## src/rtl/cla_pkg.sv

```systemverilog
// Shared defaults, operation encoding and the lookahead carry helper for the
// pipelined carry-lookahead adder.
package cla_pkg;

    localparam int CLA_WIDTH  = 32;
    localparam int CLA_GROUP  = 4;
    localparam int CLA_STAGES = 2;

    typedef enum logic {
        OP_ADD = 1'b0,
        OP_SUB = 1'b1
    } cla_op_e;

    function automatic int cla_chunk(input int width, input int stages);
        return width / stages;
    endfunction

    // Carry into position j as a flat sum of products over generate/propagate
    // terms, so no carry ever ripples through a previous position's result.
    function automatic logic cla_carry(input logic [63:0] g, input logic [63:0] p,
                                       input logic cin, input int j);
        logic acc;
        logic term;
        acc = cin;
        for (int m = 0; m < j; m++) acc = acc & p[m];
        for (int i = 0; i < j; i++) begin
            term = g[i];
            for (int m = i + 1; m < j; m++) term = term & p[m];
            acc = acc | term;
        end
        return acc;
    endfunction

endpackage

```

## src/rtl/cla_pipe_adder_if.sv

```systemverilog
// Operand/result handshake bundle of cla_pipe_adder. ovf exists only when
// CLA_OVF_EN is defined.
interface cla_pipe_adder_if import cla_pkg::*; #(
    parameter int WIDTH = CLA_WIDTH
) ();
    logic             in_valid;
    logic             in_ready;
    logic [WIDTH-1:0] x;
    logic [WIDTH-1:0] y;
    logic             c_in;
    logic             sub;
    logic             out_valid;
    logic             out_ready;
    logic [WIDTH-1:0] sum;
    logic             c_out;
    logic             G;
    logic             P;
`ifdef CLA_OVF_EN
    logic             ovf;
`endif

    modport master (
        output in_valid, x, y, c_in, sub, out_ready,
`ifdef CLA_OVF_EN
        input  ovf,
`endif
        input  in_ready, out_valid, sum, c_out, G, P
    );

    modport slave (
        input  in_valid, x, y, c_in, sub, out_ready,
`ifdef CLA_OVF_EN
        output ovf,
`endif
        output in_ready, out_valid, sum, c_out, G, P
    );
endinterface

```

## src/rtl/cla_group.sv

```systemverilog
// Combinational GROUP-bit carry-lookahead block: sum plus group generate and
// group propagate (the latter two independent of cin).
module cla_group import cla_pkg::*; #(
    parameter int GROUP = CLA_GROUP
) (
    input  logic [GROUP-1:0] a,
    input  logic [GROUP-1:0] b,
    input  logic             cin,
    output logic [GROUP-1:0] s,
    output logic             g,
    output logic             p
);
    logic [GROUP-1:0] bg_s;
    logic [GROUP-1:0] bp_s;
    logic [GROUP-1:0] c_s;

    assign bg_s = a & b;
    assign bp_s = a ^ b;

    // per-bit carries from the flat lookahead equations
    always_comb begin
        c_s = {GROUP{1'b0}};
        for (int j = 0; j < GROUP; j++) begin
            c_s[j] = cla_carry(64'(bg_s), 64'(bp_s), cin, j);
        end
    end

    assign s = bp_s ^ c_s;
    assign g = cla_carry(64'(bg_s), 64'(bp_s), 1'b0, GROUP);
    assign p = &bp_s;
endmodule

```

## src/rtl/cla_pipe_adder.sv

```systemverilog
// Pipelined carry-lookahead adder/subtractor: one WIDTH/STAGES chunk per stage,
// chunk carry registered between stages. Optional signed overflow: CLA_OVF_EN.
module cla_pipe_adder import cla_pkg::*; #(
    parameter int WIDTH  = CLA_WIDTH,
    parameter int GROUP  = CLA_GROUP,
    parameter int STAGES = CLA_STAGES
) (
    input  logic               clk,
    input  logic               rst_n,
    cla_pipe_adder_if.slave    bus
);
    localparam int CW = cla_chunk(WIDTH, STAGES);
    localparam int NG = CW / GROUP;
    localparam int L  = STAGES - 1;

    if ((WIDTH % (GROUP * STAGES)) != 0 || STAGES < 1 || STAGES > WIDTH / GROUP) begin : g_cfg_err
        $error("cla_pipe_adder: WIDTH must be a multiple of GROUP*STAGES and 1 <= STAGES <= WIDTH/GROUP");
    end

    logic [STAGES-1:0] vld_s;
    logic [STAGES-1:0] rdy_s;

    for (genvar k = 0; k < STAGES; k++) begin : g_stage
        logic             vld_in_s, cin_s, g_in_s, p_in_s;
        logic [WIDTH-1:0] x_in_s, y_in_s, sum_in_s;
        logic [NG-1:0]    gg_s, gp_s;
        logic [NG:0]      gc_s;
        logic [CW-1:0]    cs_s;
        logic             chunk_g_s, chunk_p_s;
        logic             vld_q, cry_q, g_q, p_q;
        logic [WIDTH-1:0] x_q, y_q, sum_q;
        logic             cry_d, g_d, p_d;
        logic [WIDTH-1:0] x_d, y_d, sum_d;

        // A stage can load when it or anything downstream of it has room.
        assign vld_s[k] = vld_q;
        assign rdy_s[k] = bus.out_ready | ~(&vld_s[L:k]);

        if (k == 0) begin : g_head
            assign vld_in_s = bus.in_valid;
            assign x_in_s   = bus.x;
            assign y_in_s   = (bus.sub == OP_SUB) ? ~bus.y : bus.y;
            assign cin_s    = (bus.sub == OP_SUB) ? 1'b1 : bus.c_in;
            assign sum_in_s = {WIDTH{1'b0}};
            assign g_in_s   = 1'b0;
            assign p_in_s   = 1'b1;
        end else begin : g_body
            assign vld_in_s = g_stage[k-1].vld_q;
            assign x_in_s   = g_stage[k-1].x_q;
            assign y_in_s   = g_stage[k-1].y_q;
            assign cin_s    = g_stage[k-1].cry_q;
            assign sum_in_s = g_stage[k-1].sum_q;
            assign g_in_s   = g_stage[k-1].g_q;
            assign p_in_s   = g_stage[k-1].p_q;
        end

        // Operands are kept shifted so the current chunk is always the low CW bits.
        for (genvar j = 0; j < NG; j++) begin : g_grp
            cla_group #(.GROUP(GROUP)) u_grp (
                .a   (x_in_s[j*GROUP +: GROUP]),
                .b   (y_in_s[j*GROUP +: GROUP]),
                .cin (gc_s[j]),
                .s   (cs_s[j*GROUP +: GROUP]),
                .g   (gg_s[j]),
                .p   (gp_s[j])
            );
        end

        // second-level lookahead across the groups of this chunk
        always_comb begin
            gc_s = {(NG+1){1'b0}};
            for (int j = 0; j <= NG; j++) begin
                gc_s[j] = cla_carry(64'(gg_s), 64'(gp_s), cin_s, j);
            end
        end

        assign chunk_g_s = cla_carry(64'(gg_s), 64'(gp_s), 1'b0, NG);
        assign chunk_p_s = &gp_s;

        // next-state for this stage's register bank
        always_comb begin
            sum_d             = sum_in_s;
            sum_d[k*CW +: CW] = cs_s;
            x_d               = x_in_s >> CW;
            y_d               = y_in_s >> CW;
            cry_d             = gc_s[NG];
            g_d               = chunk_g_s | (chunk_p_s & g_in_s);
            p_d               = p_in_s & chunk_p_s;
        end

        // stage bank; data only loads with a valid beat so bubbles leave it untouched
        always_ff @(posedge clk or negedge rst_n) begin
            if (!rst_n) begin
                vld_q <= 1'b0;
                cry_q <= 1'b0;
                g_q   <= 1'b0;
                p_q   <= 1'b0;
                x_q   <= {WIDTH{1'b0}};
                y_q   <= {WIDTH{1'b0}};
                sum_q <= {WIDTH{1'b0}};
            end else if (rdy_s[k]) begin
                vld_q <= vld_in_s;
                if (vld_in_s) begin
                    cry_q <= cry_d;
                    g_q   <= g_d;
                    p_q   <= p_d;
                    x_q   <= x_d;
                    y_q   <= y_d;
                    sum_q <= sum_d;
                end
            end
        end
    end

    logic unused_ops_s;
    assign unused_ops_s = ^{g_stage[L].x_q, g_stage[L].y_q};

    assign bus.in_ready  = rdy_s[0];
    assign bus.out_valid = g_stage[L].vld_q;
    assign bus.sum       = g_stage[L].sum_q;
    assign bus.c_out     = g_stage[L].cry_q;
    assign bus.G         = g_stage[L].g_q;
    assign bus.P         = g_stage[L].p_q;

`ifdef CLA_OVF_EN
    logic ovf_q;
    logic ovf_d;

    // carry into the MSB recovered as a ^ b ^ s at that bit
    assign ovf_d = g_stage[L].cry_d ^ g_stage[L].x_in_s[CW-1]
                 ^ g_stage[L].y_in_s[CW-1] ^ g_stage[L].cs_s[CW-1];

    // overflow flag registered alongside the final stage
    always_ff @(posedge clk or negedge rst_n) begin
        if (!rst_n) begin
            ovf_q <= 1'b0;
        end else if (rdy_s[L] && g_stage[L].vld_in_s) begin
            ovf_q <= ovf_d;
        end
    end

    assign bus.ovf = ovf_q;
`endif
endmodule

```

## src/flat_wrapper.sv

```systemverilog
// flat-port wrapper written by rule: the top's interface ports become plain ports
module cla_pipe_adder_flat import cla_pkg::*;
#(
    parameter int WIDTH  = CLA_WIDTH,
    parameter int GROUP  = CLA_GROUP,
    parameter int STAGES = CLA_STAGES
)
  (clk, rst_n, bus_in_valid, bus_x, bus_y, bus_c_in, bus_sub, bus_out_ready, bus_in_ready, bus_out_valid, bus_sum, bus_c_out, bus_G, bus_P);
  cla_pipe_adder_if #(.WIDTH(WIDTH)) bus_i ();
  input  logic clk;
  input  logic rst_n;
  input wire logic [$bits(bus_i.in_valid)-1:0] bus_in_valid;
  input wire logic [$bits(bus_i.x)-1:0] bus_x;
  input wire logic [$bits(bus_i.y)-1:0] bus_y;
  input wire logic [$bits(bus_i.c_in)-1:0] bus_c_in;
  input wire logic [$bits(bus_i.sub)-1:0] bus_sub;
  input wire logic [$bits(bus_i.out_ready)-1:0] bus_out_ready;
  output wire logic [$bits(bus_i.in_ready)-1:0] bus_in_ready;
  output wire logic [$bits(bus_i.out_valid)-1:0] bus_out_valid;
  output wire logic [$bits(bus_i.sum)-1:0] bus_sum;
  output wire logic [$bits(bus_i.c_out)-1:0] bus_c_out;
  output wire logic [$bits(bus_i.G)-1:0] bus_G;
  output wire logic [$bits(bus_i.P)-1:0] bus_P;
  assign bus_i.in_valid = bus_in_valid;
  assign bus_i.x = bus_x;
  assign bus_i.y = bus_y;
  assign bus_i.c_in = bus_c_in;
  assign bus_i.sub = bus_sub;
  assign bus_i.out_ready = bus_out_ready;
  assign bus_in_ready = bus_i.in_ready;
  assign bus_out_valid = bus_i.out_valid;
  assign bus_sum = bus_i.sum;
  assign bus_c_out = bus_i.c_out;
  assign bus_G = bus_i.G;
  assign bus_P = bus_i.P;
  cla_pipe_adder #(.WIDTH(WIDTH), .GROUP(GROUP), .STAGES(STAGES)) u_core (.clk(clk), .rst_n(rst_n), .bus(bus_i));
endmodule
```

## config.mk

```make
export PLATFORM = sky130hd
export DESIGN_NAME = cla_pipe_adder_flat
export DESIGN_NICKNAME = d
export VERILOG_FILES = /design/src/rtl/cla_pkg.sv /design/src/rtl/cla_pipe_adder_if.sv /design/src/rtl/cla_group.sv /design/src/rtl/cla_pipe_adder.sv /design/src/flat_wrapper.sv
export SDC_FILE = /design/constraint.sdc
export NUM_CORES = 1
export LEC_CHECK = 0
export ABC_AREA = 1
export BUFFER_PORTS_ARGS = -buffer_cell sky130_fd_sc_hd__buf_2
export CORE_ASPECT_RATIO = 1.25
export CORE_MARGIN = 1
export CORE_UTILIZATION = 60
export CTS_CLUSTER_DIAMETER = 30
export DETAILED_ROUTE_END_ITERATION = 16
export PLACE_DENSITY = 0.87
export SYNTH_ARGS = -nofsm -noshare
export SYNTH_HDL_FRONTEND = slang
export SYNTH_HIERARCHICAL = 1
export SYNTH_SLANG_ARGS = --single-unit
```

## constraint.sdc

```tcl
create_clock -name clk -period 5.25 [get_ports clk]
set_clock_uncertainty 0.15 [all_clocks]
set_input_delay 1.05 -clock clk [delete_from_list [all_inputs] [get_ports clk]]
set_output_delay 1.05 -clock clk [all_outputs]
set_load 0.05 [all_outputs]
```

## Word-level counts from Yosys, hierarchy flattened

Cells that the tools add are included.

| cells by class | value |
|---|---|
| mux-type cells | 2 |
| bitwise logic cells | 222 |
| reduce and logical (&&, ||, !) cells | 13 |

Operators with widths:

| operator | count |
|---|---|
| bitwise OR 1 bit | 101 |
| AND 1 bit | 94 |
| bitwise XOR 4 bit | 16 |
| AND 4 bit | 8 |
| two-way mux 32 bit | 1 |
| inverter 32 bit | 1 |
| AND reduction 16 bit | 2 |
| AND reduction 4 bit | 8 |
| AND reduction 2 bit | 3 |
| inverter 1 bit | 2 |
| two-way mux 1 bit | 1 |

| storage, ports and cells | value |
|---|---|
| register bits after elaboration | 88 |
| input port bits | 70 |
| output and inout bits | 37 |
| logic and storage cells | 249 |

## Logic depth before layout (Yosys ltp)

Gate-level depths: netlist (run 1).

| depth | value |
|---|---|
| word-level depth | 21 |
| gate-level depth with buffers | 19 |
| mapped depth without buffers | 17 |

## Hierarchy

The synthesis (run 1) kept the hierarchy.

Modules (own cells, without submodules):

| module | instances | cells each | area an instance (sq um) | sequential area each (sq um) |
|---|---|---|---|---|
| cla_pipe_adder | 1 | 422 | 3776.1 | 2202.1 |
| cla_group at u_core.g_stage[0].g_grp[3].u_grp ... | 5 | 34 | 216.5 | 0.0 |
| cla_group at u_core.g_stage[0].g_grp[0].u_grp ... | 3 | 30 | 198.9 | 0.0 |

## Worst setup path after synthesis (run 1)

No wires, ideal clock.

| timing | value |
|---|---|
| path type | input port to flip-flop |
| start | input port bus_sub |
| end | register u_core.g_stage[0].sum_q[14] |
| library setup time | 116 ps |
| arrival time | 3181 ps |
| required time | 4984 ps |
| setup slack | 1803 ps |
| stages | 17 |
| path buffers | 2 |
| cell sequence | buf_4 > buf_6 > xor2_1 > ha_1 > nand2_1 > nand2_1 > a31oi_1 > nand2_1 > a21oi_1 > nand2_1 > a21o_1 > ha_1 > nand2_1 > nand3_2 > xor2_1 > nand2_1 > nand2_1 |

| on the way | value |
|---|---|
| word-level cells in the longest chain between the ends | 18 |
| elaborated cells between the ends (all ways) | 55 |
| classes of those cells | mux: 2; bitwise: 50; reduce/logical: 3 |

Ends and longest elaborated chain:

| what | RTL line | RTL |
|---|---|---|
| start: declaration | flat_wrapper.sv:16 | `input wire logic [$bits(bus_i.sub)-1:0] bus_sub;` |
| two-way mux 32 bit (*) | cla_pipe_adder.sv:42 | `assign y_in_s = (bus.sub == OP_SUB) ? ~bus.y : bus.y;` |
| net u_core.g_stage[0].y_in_s[1] | cla_pipe_adder.sv:25 | `logic [WIDTH-1:0] x_in_s, y_in_s, sum_in_s;` |
| bitwise XOR 4 bit | cla_group.sv:18 | `assign bp_s = a ^ b;` |
| AND 1 bit (3 in a row) | cla_pkg.sv:28 | `for (int m = i + 1; m < j; m++) term = term & p[m];` |
| bitwise OR 1 bit (*) (3 in a row) | cla_pkg.sv:29 | `acc = acc \| term;` |
| net u_core.g_stage[0].gg_s[0] | cla_pipe_adder.sv:26 | `logic [NG-1:0] gg_s, gp_s;` |
| AND 1 bit (*) (2 in a row) | cla_pkg.sv:28 |  |
| bitwise OR 1 bit (*) (3 in a row) | cla_pkg.sv:29 |  |
| net u_core.g_stage[0].gc_s[3] | cla_pipe_adder.sv:27 | `logic [NG:0] gc_s;` |
| AND 1 bit (*) (2 in a row) | cla_pkg.sv:25 | `for (int m = 0; m < j; m++) acc = acc & p[m];` |
| bitwise OR 1 bit (*) (2 in a row) | cla_pkg.sv:29 |  |
| bitwise XOR 4 bit (*) | cla_group.sv:28 | `assign s = bp_s ^ c_s;` |
| net u_core.g_stage[0].cs_s[14] | cla_pipe_adder.sv:28 | `logic [CW-1:0] cs_s;` |
| end signal: assignment | cla_pipe_adder.sv:100 | `sum_q <= {WIDTH{1'b0}};` |
| end signal: assignment | cla_pipe_adder.sv:109 | `sum_q <= sum_d;` |
| end: declaration | cla_pipe_adder.sv:31 | `logic [WIDTH-1:0] x_q, y_q, sum_q;` |

Mark *: on every way through the listed nets, which the timed path passes. The rest lies on a longest branch.
A chain may end at the register's enable or synchronous reset.

## Worst setup path after layout (run 1)

| timing | value |
|---|---|
| start | input port bus_sub |
| end | register u_core.g_stage[0].sum_q[15] |

| on the way | value |
|---|---|
| elaborated cells between the ends (all ways) | 59 |
| classes of those cells | mux: 2; bitwise: 54; reduce/logical: 3 |

RTL lines:

| what | RTL line |
|---|---|
| two-way mux 32 bit (*) | cla_pipe_adder.sv:42 |
| net u_core.g_stage[0].y_in_s[9] | cla_pipe_adder.sv:25 |
| bitwise XOR 4 bit | cla_group.sv:18 |
| AND 1 bit (3 in a row) | cla_pkg.sv:28 |
| bitwise OR 1 bit (*) (3 in a row) | cla_pkg.sv:29 |
| net u_core.g_stage[0].gg_s[2] | cla_pipe_adder.sv:26 |
| bitwise OR 1 bit (*) | cla_pkg.sv:29 |
| net u_core.g_stage[0].gc_s[3] | cla_pipe_adder.sv:27 |
| AND 1 bit (*) (3 in a row) | cla_pkg.sv:25 |
| bitwise OR 1 bit (*) (3 in a row) | cla_pkg.sv:29 |
| bitwise XOR 4 bit (*) | cla_group.sv:28 |
| net u_core.g_stage[0].cs_s[15] | cla_pipe_adder.sv:28 |

Marked as above.

==> results.cfg, run 1 <==
[die]
rows = 38
pin_count = 107
start_util = 0.624
core-area_sq_um = 8750
dieArea_sq_um = 9480
die_x_microns = 87.3
die_h_microns = 109

[route]
vias = 4693
postRouteAntennaNets = 0
dr.pass1.iters = 5
drt-initial-drc-count = 249
top_layer_used = met4
drc = 0
wirelength_microns = 12100
dr_wl_met3_microns = 596
avgRoutedWirePerCell_microns = 13.5
wl_met2_microns = 6180
vias_per_cell = 5.24
drt-met1-wl_microns = 5020

[logic_synthesis]
yosysMostFrequentCell = nand2_1
synth-async-reset-ratio = 1.00
yosys.area.top_type_share = 0.404
synth_top_area_cell = dfrtp_1
netlist_area_sq_um = 5460
synth.area.top_cells = dfrtp_1, nand2_1, ha_1, xor2_1, inv_1
yosys_warnings = 6
ys_ff_latch = 88
synthCells = 682
synth_ff_type = dfrtp_1
ys_seq_area_frac = 0.404
ys_top_cells_by_count = nand2_1, dfrtp_1, inv_1, ha_1
synth.distinct_cells = 27
synth-edff-count = 0
avgSynthCellArea_sq_um = 8.00
synthesis.nets = 800

[critical_path]
crit_buf_inv = 2
worst-setup-path-type = primary input to flip-flop
crit_slowest_cell = buf_4
r2r-start = u_core/g_stage[0].x_q[5]
rr_endpoint = u_core/bus.sum[27]
ff2ff_path_depth = 16
startpoint = bus_sub
cp.required_ns = 5.39
cpPeakStageDelay_ns = 0.42
cp_cell_sequence = buf_2, buf_4, xor2_1, ha_1, nand2_1, nand2_1, a31oi_1, nand2_1, a21o_1, ha_1, nand2_1, nand3_2, nand2_1, nand3_1, nand2_1, nand2_1, nand2_1
critical_path_depth = 17
r2r_setup_slack_ns = 2.68
end_kind = flip-flop
crit_fanout = 20
start_kind = primary input
crit_end = u_core/g_stage[0].sum_q[15]
cp.arrival_ns = 3.75
cpLargestDelayFamily = simple AND/OR/NAND/NOR gates
cpMostUsedCell = nand2_1

[clocking]
cts_max_path_buffers = 2
cts.repair.resized = 0
cts.sinks = 88
cts_tree = done
clk_pin_slew_ns = 0.08
cts_buffers = 9
htreeDepth = 3
ctsHoldBuffers = 0
clock_latency_ns = 0.35
cts_setup_buffers = 0
cts-root-buf = clkbuf_8

[timing]
worst_slew_pin_slew_ns = 1.08
maxClockFrequency_mhz = 277
hold_viol = 0
slew_viol_final = 0
fin_crit_sh = 0.688
min_period_ns = 3.61
rsz0062_at_grt = no
max_slew_margin = 0.283
setup_viol = 0
fin_setup_tns_ns = 0

[cells_and_area]
drive_above_1_share = 0.183
fin_nets = 890
syn_to_final_growth_pct = 12.8
final_util = 0.703
instances_no_fill = 896
post-route-cell-area_sq_um = 6150
insertedDiodeCount = 0

[grt]
grt_pass1_wl_microns = 19900
antenna_found_initial = 0
grt_overflow_total = 0
grt_pass1_vias = 4589
grt_usage = 0.270
grt_max_degree = 89

[min_path]
hold_path_class = flip-flop to flip-flop
hold_depth = 2

[flow_run]
max-cap-violations = 0

[placement]
dpl.cell_count = 881
place_area_sq_um = 5950
place.port_buffers = 106
place_congestion = 0.822
hpwl_microns = 8630

[outcome]
status = finished, final reports clean

[power_and_ir_drop]
ir_drop_mv = 0.214
leakagePower_uw = 0.00348
powerDensity_nw_per_um2 = 449
[sequential cells by signal, summed over array words and instances (netlist names)]
register,count
u_core/g_stage.sum_q,16
u_core/g_stage.g_q,1
u_core/bus.out_valid,1
u_core/g_stage.x_q,16
u_core/g_stage.y_q,16
u_core/bus.c_out,1
u_core/bus.P,1
u_core/bus.sum,32
u_core/g_stage.cry_q,1
u_core/g_stage.vld_q,1
u_core/bus.G,1
u_core/g_stage.p_q,1
[worst min-delay path by stage]
stage	from	to
3_5_place_dp	u_core/g_stage[0].sum_q[5]	u_core/bus.sum[5]
2_1_floorplan	u_core/g_stage[0].sum_q[0]	u_core/bus.sum[0]
3_3_place_gp	u_core/g_stage[0].sum_q[11]	u_core/bus.sum[11]
4_1_cts	u_core/g_stage[0].sum_q[5]	u_core/bus.sum[5]
6_report	u_core/bus.sum[30]	u_core/bus.sum[30]
5_1_grt	u_core/bus.sum[28]	u_core/bus.sum[28]
[final cells by class]
type | instances | area, sq um
fillers | 747 | 2600
flip-flops and latches | 88 | 2200
repair buffers | 107 | 541
clock inverters | 4 | 70.1
multi-input cells | 512 | 2860
well taps | 120 | 150
inverters | 54 | 203
clock buffers | 11 | 131
[placed cells by master, fill, tap and decap left out, types with 3 or more instances in the layout]
| master | n |
|---|---|
| dfrtp_1 | 88 |
| inv_1 | 51 |
| fa_1 | 8 |
| nand3_2 | 9 |
| nand2_2 | 6 |
| nand4_1 | 10 |
| a31oi_1 | 9 |
| clkbuf_8 | 9 |
| ha_1 | 40 |
| nand3_1 | 27 |
| nand2_1 | 311 |
| inv_2 | 3 |
| buf_2 | 105 |
| xor2_1 | 27 |
| nor2_1 | 14 |
| a21oi_1 | 4 |
| o21ai_0 | 17 |
| xnor2_1 | 21 |
[stage by stage]
step                setup WS, ns  hold WS (ns)  total power [uW]
floorplan                   1.80         0.292              1980
global placement            1.52         0.302              2220
detailed placement          1.32         0.309              2280
CTS                         1.69         0.328              2770
global route                1.47         0.346              2940
finish                      1.64         0.325              2760
[tightest hold or removal path, stage by stage, from the launching register on]
cell and delay (ns):
dfrtp_1 0.34, nand2_1 0.05, nand2_1 0.05
[layer usage]
metal  up-vias  global-route usage
met5         -                   0
li1       2290                   -
met4         0               0.124
met3        39              0.0405
met2       176               0.477
met1      2188               0.321
[power by group]
part | leakage (uW) | total, uW | switching [uW] | internal, uW
registers | 0.00108 | 989 | 118 | 871
logic | 0.00229 | 1290 | 917 | 369
clock network | 0.000103 | 486 | 221 | 264
[cell families (layout without fill, tap and decap cells)]
group | after synthesis | in the layout | share of synthesized area
AOI/OAI and AO/OA | 35 | 35 | 0.0367
xor gates and xnor gates | 48 | 48 | 0.0771
adders and majority gates | 48 | 48 | 0.121
buffers and inverters | 82 | 176 | 0.0729
DFF | 88 | 88 | 0.404
and+or+nand+nor | 381 | 381 | 0.289
No activity file was read; power rests on OpenSTA's default activity.
==> inputs of run 2 (changes only) <==
Settings changed: CORE_UTILIZATION 60 to 56, PLACE_DENSITY 0.87 to 0.82.
Clock period 5.25 ns to 3.7 ns, I/O delays scaled along.
==> run 2 against run 1 <==
  * Critical path depth unchanged
  * First-iteration DRC count down 8.0%
  * Sequential power is 42% higher
  * Total power increased by 47%
  * Final area grew 1.7%
  * Global-route usage down 2.1 points
  * Worst setup slack worse by 1.2 ns
  * Clock power is 68% higher
  * Non-clock buffer count up 4
  * Combinational power is 42% higher
  * Wire length is 1.8% lower
  * Via count shrank 1.7%
  * Critical path type unchanged
  * Largest cell class unchanged
==> results.cfg, run 2 (same netlist as run 1, synthesis figures left out) <==
[clocking]
cts_setup_buffers = 0
cts.repair.resized = 0
cts_max_path_buffers = 2
cts-root-buf = clkbuf_16
clock_latency_ns = 0.34
cts_buffers = 9
cts.sinks = 88
cts_tree = done
ctsHoldBuffers = 0
htreeDepth = 3
clk_pin_slew_ns = 0.06

[grt]
grt_pass1_wl_microns = 20200
grt_pass1_vias = 4552
grt_max_degree = 36
grt_usage = 0.249
grt_overflow_total = 0
antenna_found_initial = 0

[cells_and_area]
instances_no_fill = 904
drive_above_1_share = 0.191
post-route-cell-area_sq_um = 6260
layout_commonest_cell = nand2_1
fin_nets = 894
largest_reg_flops = 32
syn_to_final_growth_pct = 14.7
fillers = 802
final_cell_mix = nand2_1, buf_2, dfrtp_1, inv_1, ha_1
insertedDiodeCount = 0

[power_and_ir_drop]
powerDensity_nw_per_um2 = 646
clkPwrFrac = 0.202
intPower_uw = 2220
leakagePower_uw = 0.00352
comb_power_share = 0.452
p_seq_frac = 0.346
p_switching_uw = 1820
ir_drop_mv = 0.311
p_sw_frac = 0.451

[route]
drc = 0
dr.pass1.iters = 5
wirelength_microns = 11900
postRouteAntennaNets = 0
vias_per_cell = 5.10
avgRoutedWirePerCell_microns = 13.2
vias = 4614
drt-initial-drc-count = 229

[timing]
worst_slew_pin_slew_ns = 0.633
min_period_ns = 3.22
rsz0062_at_grt = no
slew_viol_final = 0
maxClockFrequency_mhz = 311
fin_setup_tns_ns = 0
hold_viol = 0
max_slew_margin = 0.577
setup_viol = 0
hold_slack_ns = 0.184
fin_crit_sh = 0.870

[critical_path]
start_kind = primary input
cp.arrival_ns = 3.34
startpoint = bus_sub
end_kind = flip-flop
worst-setup-path-type = primary input to flip-flop
crit_fanout = 20
cp.required_ns = 3.82
r2r-start = u_core/g_stage[0].x_q[1]

[die]
die_h_microns = 112
core-area_sq_um = 9320
pin_count = 107
dieArea_sq_um = 10100
die_x_microns = 90.3
start_util = 0.585
rows = 39

[placement]
place_area_sq_um = 5980
hpwl_microns = 8790
place_congestion = 0.888
dpl.cell_count = 888
place.port_buffers = 106

[outcome]
status = finished, final reports clean

[min_path]
hold_path_class = primary input to async pin

[flow_run]
max-cap-violations = 0
-- run 2: changes by cell type in the layout (fill, tap and decap cells not counted), moves of 2 or more --
cell and change:
clkbuf_1 -2, clkinvlp_4 +4, bufinv_16 -2, clkbuf_16 +9, buf_4 +4, clkbuf_8 -9
-- run 2: per-layer routing --
metal	track usage	vias up	wire, microns
met5	0	-	0
met4	0.0892	0	204
met3	0.0400	20	576
met2	0.444	149	6110
met1	0.304	2134	5000
li1	-	2311	-
-- run 2: per-stage QoR --
stage | util | total power [uW] | setup slack, ns
finish | 0.672 | 4050 | 0.482
CTS | 0.672 | 4070 | 0.499
floorplan | - | 2810 | 0.563
global route | 0.672 | 4310 | 0.255
detailed placement | 0.642 | 3240 | 0.143
global placement | 0.642 | 3160 | 0.278
-- run 2: power by group through the flow --
stage,Combinational [uW],Clock [uW],Sequential (uW)
3_3_place_gp,1760,0,1400
4_1_cts,1830,838,1400
5_1_grt,1990,881,1440
6_report,1830,817,1400
3_5_place_dp,1820,0,1410
2_1_floorplan,845,0,1960
-- run 2: worst max-delay path, cell delays in order --
cell,delay (ns)
buf_2,0.36
buf_4,0.41
xor2_1,0.19
ha_1,0.31
nand2_1,0.14
nand2_1,0.07
a31oi_1,0.13
nand2_1,0.09
a21o_1,0.19
ha_1,0.22
nand2_1,0.08
nand3_2,0.07
nand2_1,0.06
nand3_1,0.07
nand2_1,0.07
nand2_1,0.05
nand2_1,0.08
-- run 2: path summary, 6_finish.rpt --
| check | slack [ns] | endpoint | cells past startpoint |
|---|---|---|---|
| max | 0.48 | u_core/g_stage[0].sum_q[15] | 17 |
| min | 0.18 | u_core/g_stage[0].x_q[7] | 1 |
| max reg2reg | 1.17 | u_core/bus.sum[31] | 15 |
| min reg2reg | 0.32 | u_core/bus.sum[6] | 2 |
| max in group asynchronous | 2.46 | u_core/g_stage[0].y_q[0] | 2 |
| min in group clk | 0.32 | u_core/bus.sum[6] | 2 |
-- run 2: cell type report --
cell class / instances / area [sq um] / share of cell area
multi-input cells: 512 / 2860 / 0.456
flip-flops and latches: 88 / 2200 / 0.352
inverters: 54 / 203 / 0.0324
clock buffers: 9 / 225 / 0.0360
clock inverters: 7 / 48.8 / 0.00780
well taps: 123 / 154 / 0.0246
repair buffers: 111 / 571 / 0.0912
